[src/rtl/comparator_4bit_reg.sv]
// rtl/comparator_4bit_reg.sv - 4-bit magnitude comparator with registered one-hot gt/eq/lt flags
// Optional CMP_SIGNED_EN: treat operands as two's complement instead of unsigned.
module comparator_4bit_reg (
    input  logic clk,
    input  logic rst,
    input  logic a3,
    input  logic a2,
    input  logic a1,
    input  logic a0,
    input  logic b3,
    input  logic b2,
    input  logic b1,
    input  logic b0,
    output logic x,
    output logic y,
    output logic z
);

    logic [3:0] a;
    logic [3:0] b;
    logic       gt;
    logic       eq;
    logic       lt;

    assign a = {a3, a2, a1, a0};
    assign b = {b3, b2, b1, b0};

    // MSB-first priority: the highest differing bit decides.
    always_comb begin
        gt = 1'b0;
        eq = 1'b0;
        lt = 1'b0;
        if (a[3] != b[3]) begin
`ifdef CMP_SIGNED_EN
            // Differing sign bits: the operand with the sign bit set is the smaller one.
            gt = b[3];
            lt = a[3];
`else
            gt = a[3];
            lt = b[3];
`endif
        end else if (a[2] != b[2]) begin
            gt = a[2];
            lt = b[2];
        end else if (a[1] != b[1]) begin
            gt = a[1];
            lt = b[1];
        end else if (a[0] != b[0]) begin
            gt = a[0];
            lt = b[0];
        end else begin
            eq = 1'b1;
        end
    end

    always_ff @(posedge clk or posedge rst) begin
        if (rst) begin
            x <= 1'b0;
            y <= 1'b0;
            z <= 1'b0;
        end else begin
            x <= gt;
            y <= eq;
            z <= lt;
        end
    end

endmodule

[config.mk]
export PLATFORM = sky130hd
export DESIGN_NAME = comparator_4bit_reg
export DESIGN_NICKNAME = d
export VERILOG_FILES = /design/src/rtl/comparator_4bit_reg.sv
export SDC_FILE = /design/constraint.sdc
export NUM_CORES = 1
export LEC_CHECK = 0
export ABC_CLOCK_PERIOD_IN_PS = 800
export CORE_AREA = 10 10 47 49
export DETAILED_ROUTE_END_ITERATION = 10
export DIE_AREA = 0 0 57 59
export SLEW_MARGIN = 30
export SYNTH_ARGS = -nofsm -noshare
export SYNTH_HDL_FRONTEND = slang
export SYNTH_SLANG_ARGS = --single-unit
export TNS_END_PERCENT = 30
[constraint.sdc]
create_clock -name clk -period 0.8 [get_ports clk]
set_input_delay 0.08 -clock clk [delete_from_list [all_inputs] [get_ports clk]]
set_output_delay 0.08 -clock clk [all_outputs]
set_load 0.03 [all_outputs]
==> impl_metrics.env, run 1 <==
export IMPL_ant_nets=0
export IMPL_htreeDepth=1
export IMPL_synthTopCellsByArea="dfrtp_1 (31%), nand2b_1 (13%), ha_1 (10%), nor2b_1 (7.9%), inv_1 (6.3%)"
export IMPL_hp_class="in -> async"
export IMPL_drt_iter0_markers=5
export IMPL_crit_chain="buf_6"
export IMPL_start_kind="flop"
export IMPL_slew_headroom_pct=83.6
export IMPL_sw_frac_of_total_pct=30.4
export IMPL_pre_cts_ws_ps=-574
export IMPL_outcome="finished, violations left"
export IMPL_cp_max_fo=1
export IMPL_cts_root_buf="clkbuf_4"
export IMPL_numCtsBuffers=3
export IMPL_row_count=14
export IMPL_synthCells=28
export IMPL_vias=280
export IMPL_drtPass1Iterations=2
export IMPL_end_kind="output pin"
export IMPL_fillers=161
export IMPL_post_route_worst_setup_slack_ps=-22.4
export IMPL_wl_met3_um=40
export IMPL_synthDistinctLibCells=16
export IMPL_worstPathArrival_ps=740
export IMPL_boundaryPins=13
export IMPL_holdBufCountCts=0
export IMPL_die_y_um=59
export IMPL_yosysTopAreaCellShare_pct=31.4
export IMPL_power_frac_comb_pct=35.0
export IMPL_drive_gt1_share_pct=49.0
export IMPL_route_detailed_drc=0
export IMPL_nets=62
export IMPL_slowest_delay_ps=370
export IMPL_coreArea_mm2=0.00140
export IMPL_gr_total_overflow=0
export IMPL_p_per_area_mw_per_mm2=1320
export IMPL_syn_area_um2=239
export IMPL_yosysTopAreaCell="dfrtp_1"
export IMPL_chipWidth_um=57
export IMPL_p_seq_share_pct=25.0
export IMPL_fin_crit_sh_pct=103
export IMPL_required_ps=720
export IMPL_dpl_cell_area_um2=433
export IMPL_synth_seq_cells=3
export IMPL_dp_hpwl_um=574
export IMPL_layout_common_cells="buf_4 (5), nand2b_1 (4), dlygate4sd2_1 (4)"
export IMPL_syn_avg_cell_area_um2=8.53
export IMPL_setup_tns_final_ps=-53.7
export IMPL_crit_buf_inv=1
export IMPL_ys_warn_count=0
export IMPL_rsz0062_at_grt="true"
export IMPL_gp_congestion=0.707
export IMPL_initial_utilization_pct=17.1
export IMPL_p_clk_share_pct=39.9
export IMPL_numClockSinks=3
export IMPL_wl_per_cell_um=11.4
export IMPL_grt_pass1_wl_um=1310
export IMPL_crit_slowest_cell="dfrtp_1"
export IMPL_grt_max_degree=5
export IMPL_setup_violations=3
export IMPL_portBuffers=12
export IMPL_fin_area_um2=526
export IMPL_path_clk_slew_ps=40
export IMPL_syn_to_final_growth_pct=120
export IMPL_worst_ir_drop_vdd_mv=0.317
export IMPL_grt_pass1_vias=316
export IMPL_routed_wl_um=739
export IMPL_intPower_uw=481
export IMPL_violations="setup timing"
export IMPL_post_route_min_period_ps=822
export IMPL_layout_commonest_cell="buf_4"
export IMPL_power_total_uw=691
export IMPL_routed_wl_met2_um=375
export IMPL_max_freq_ghz=1.22
export IMPL_cts_setup_buffers=0
export IMPL_syn_nets=40
export IMPL_maxCapViolations=0
export IMPL_hold_viol=0
export IMPL_viasPerCell=4.31
export IMPL_grt_antenna_before_repair=0
export IMPL_synth_seq_area_share_pct=31.4
export IMPL_grt_usage_pct=5.06
export IMPL_leakage_nw=0.243
export IMPL_place_inst=61
export IMPL_path_class="reg -> out"
export IMPL_num_antenna_cells=0
export IMPL_cpLargestDelayFamily="flip-flops"
export IMPL_slew_violations=0
export IMPL_switchingPower_uw=210
export IMPL_cts_tree="yes"
export IMPL_maxUsedRoutingLayer="met3"
export IMPL_m1WireLength_um=323
export IMPL_dieArea_mm2=0.00336
export IMPL_cts_buffer_depth=2
export IMPL_worst_pin_slew_ps=243
export IMPL_stdcell_count=65
-- stage by stage --
step	utilization (%)	hold slack (ps)
2_1_floorplan	-	-166
3_3_place_gp	30.9	259
3_5_place_dp	30.9	256
4_1_cts	37.2	12.9
5_1_grt	37.5	32.9
6_report	37.5	16.2
-- timing repair --
action,in CTS,in global routing
gates resized for setup,25,3
pin swaps,4,1
endpoints found under the hold margin,0,0
setup endpoints to repair,6,5
-- logic make-up (layout without fill, tap and decap cells) --
group                    after synthesis  count (layout)  share of synthesized area, %
AND/OR/NAND/NOR                       13              13                          30.9
adder cells (fa/ha/maj)                2               2                          10.5
buffers and inverters                  4              25                          6.28
AO/OA/AOI/OAI                          6               6                          20.9
flip-flops                             3               3                          31.4
-- per-layer routing --
layer  track usage, %  up-vias
li1                 -      143
met1             5.00      130
met2             7.44        7
met3             3.22        0
met4             4.03        0
met5                0        -
-- worst paths after layout --
path / start / endpoint / slack (ps) / cells after the start
worst max-delay path: z / z / -20 / 1
max in group asynchronous: rst / x / 650 / 2
worst min-delay path: rst / z / 20 / 2
min in group clk: a2 / y / 340 / 4
-- sequential cells by signal, summed over array words and instances (netlist names) --
name and flops:
x 1, y 1, z 1
-- synth_stat cells --
cell,instances
a2111oi_1,1
nor4_1,1
nand2_1,1
nand3_1,1
nor2b_1,3
dfrtp_1,3
o221ai_1,1
ha_1,2
nand2b_1,5
inv_1,4
a2111oi_0,1
a21boi_1,1
nor2_1,1
o211a_1,1
nor3_1,1
o21ai_0,1
-- area by class of cell --
type                            instances  area (um2)  area share, %
Sequential cell                         3        75.1           14.3
Inverter                                4        15.0           2.86
Tap cell                               16        20.0           3.81
Clock buffer                            4        26.3           5.00
Multi-Input combinational cell         21         235           44.8
Timing Repair Buffer                   17         154           29.3
-- power by group through the flow --
stage	clock [mW]	sequential, mW	combinational (mW)
finish	0.276	0.173	0.242
global route	0.301	0.174	0.262
CTS	0.291	0.173	0.241
detailed placement	0	0.172	0.209
global placement	0	0.172	0.206
floorplan	0	0.201	0.0694
Note: power is estimated with default switching activity, not from simulation.
==> inputs of run 2 (changes only) <==
Settings changed: GPL_ROUTABILITY_DRIVEN from default to 0, SKIP_CTS_REPAIR_TIMING from default to 1.
==> run 2 against run 1 <==
Effect of this change: the flow still finishes with violations (setup timing); clock power shrank 1%; fmax grew 0.40%; via count shrank 1.1%; critical path depth is the same; hold slack gained 2.2 ps; largest cell class unchanged.
==> impl_metrics.env, run 2 (synthesis gave the netlist of run 1 again) <==
export IMPL_worstPathArrival_ps=740
export IMPL_crit_chain="buf_6"
export IMPL_end_kind="output pin"
export IMPL_ff_latch_area_um2=75.1
export IMPL_syn_to_final_growth_pct=135
export IMPL_numCtsBuffers=3
export IMPL_portBuffers=12
export IMPL_grt_usage_pct=4.63
export IMPL_numClockSinks=3
export IMPL_max_freq_ghz=1.22
export IMPL_cpLargestDelayFamily="flip-flops"
export IMPL_hp_class="in -> async"
export IMPL_pre_cts_ws_ps=-574
export IMPL_path_clk_slew_ps=40
export IMPL_dpl_cell_area_um2=433
export IMPL_wl_per_cell_um=12.0
export IMPL_initial_utilization_pct=17.1
export IMPL_vias=277
export IMPL_top_regs="x (1), y (1), z (1)"
export IMPL_drt_iter0_markers=0
export IMPL_grt_antenna_before_repair=0
export IMPL_post_route_min_period_ps=819
export IMPL_htreeDepth=1
export IMPL_slew_violations=0
export IMPL_crit_slowest_cell="dfrtp_1"
export IMPL_outcome="finished, violations left"
export IMPL_row_count=14
export IMPL_multi_input_area_um2=243
export IMPL_hold_viol=0
export IMPL_nets=62
export IMPL_setup_violations=3
export IMPL_fin_area_um2=561
export IMPL_path_class="reg -> out"
export IMPL_fillers=156
export IMPL_worst_ir_drop_vdd_mv=0.318
export IMPL_routed_wl_um=781
export IMPL_hold_slack_ps=18.4
export IMPL_place_inst=61
export IMPL_violations="setup timing"
export IMPL_drive_gt1_share_pct=46.9
export IMPL_gr_total_overflow=0
export IMPL_cts_buffer_depth=2
export IMPL_fin_crit_sh_pct=102
export IMPL_worst_pin_slew_ps=257
export IMPL_route_detailed_drc=0
export IMPL_leakage_nw=0.313
export IMPL_cts_root_buf="clkbuf_4"
export IMPL_grt_pass1_vias=300
export IMPL_rsz0062_at_grt="true"
export IMPL_post_route_worst_setup_slack_ps=-19.1
export IMPL_grt_max_degree=5
export IMPL_drtPass1Iterations=1
export IMPL_power_total_uw=701
export IMPL_maxCapViolations=0
export IMPL_crit_buf_inv=1
export IMPL_stdcell_count=65
export IMPL_setup_tns_final_ps=-47.9
export IMPL_num_antenna_cells=0
export IMPL_cp_max_fo=1
export IMPL_layout_commonest_cell="dlymetal6s2s_1"
export IMPL_slowest_delay_ps=370
export IMPL_dp_hpwl_um=574
export IMPL_die_y_um=59
export IMPL_p_per_area_mw_per_mm2=1250
export IMPL_slew_headroom_pct=82.8
export IMPL_chipWidth_um=57
export IMPL_fin_util_pct=40.0
export IMPL_grt_pass1_wl_um=1200
export IMPL_start_kind="flop"
export IMPL_cts_tree="yes"
export IMPL_boundaryPins=13
export IMPL_layout_common_cells="dlymetal6s2s_1 (8), buf_4 (5)"
export IMPL_dieArea_mm2=0.00336
export IMPL_ant_nets=0
export IMPL_required_ps=720
export IMPL_coreArea_mm2=0.00140
export IMPL_viasPerCell=4.26
run 2: worst max-delay path by stage:
stage,cells after the start,startpoint,end,slack [ps]
after floorplan,3,b1,z,4
after global placement,5,a0,z,-550
after detailed placement,5,a0,z,-570
after CTS,6,b0,x,-330
after global routing,1,z,z,-50
final,1,z,z,-20
run 2: power by group:
group | switching (mW) | internal [mW]
Clock | 0.0849 | 0.187
Sequential | 0.00654 | 0.166
Combinational | 0.118 | 0.137
Total | 0.210 | 0.491
run 2: area by class of cell:
class | instances | share of cell area [%]
multi-input cells | 21 | 43.3
repair buffers | 17 | 32.4
flip-flops and latches | 3 | 13.4
well taps | 16 | 3.57
clock buffers | 4 | 4.69
inverters | 4 | 2.68
run 2: layer usage:
metal,vias to the layer above,part of all wire (%),track usage [%]
met5,-,0,0
met4,0,2.3,4.03
met3,2,6.1,3.22
met2,9,50,6.51
met1,125,42,4.53
li1,141,-,-
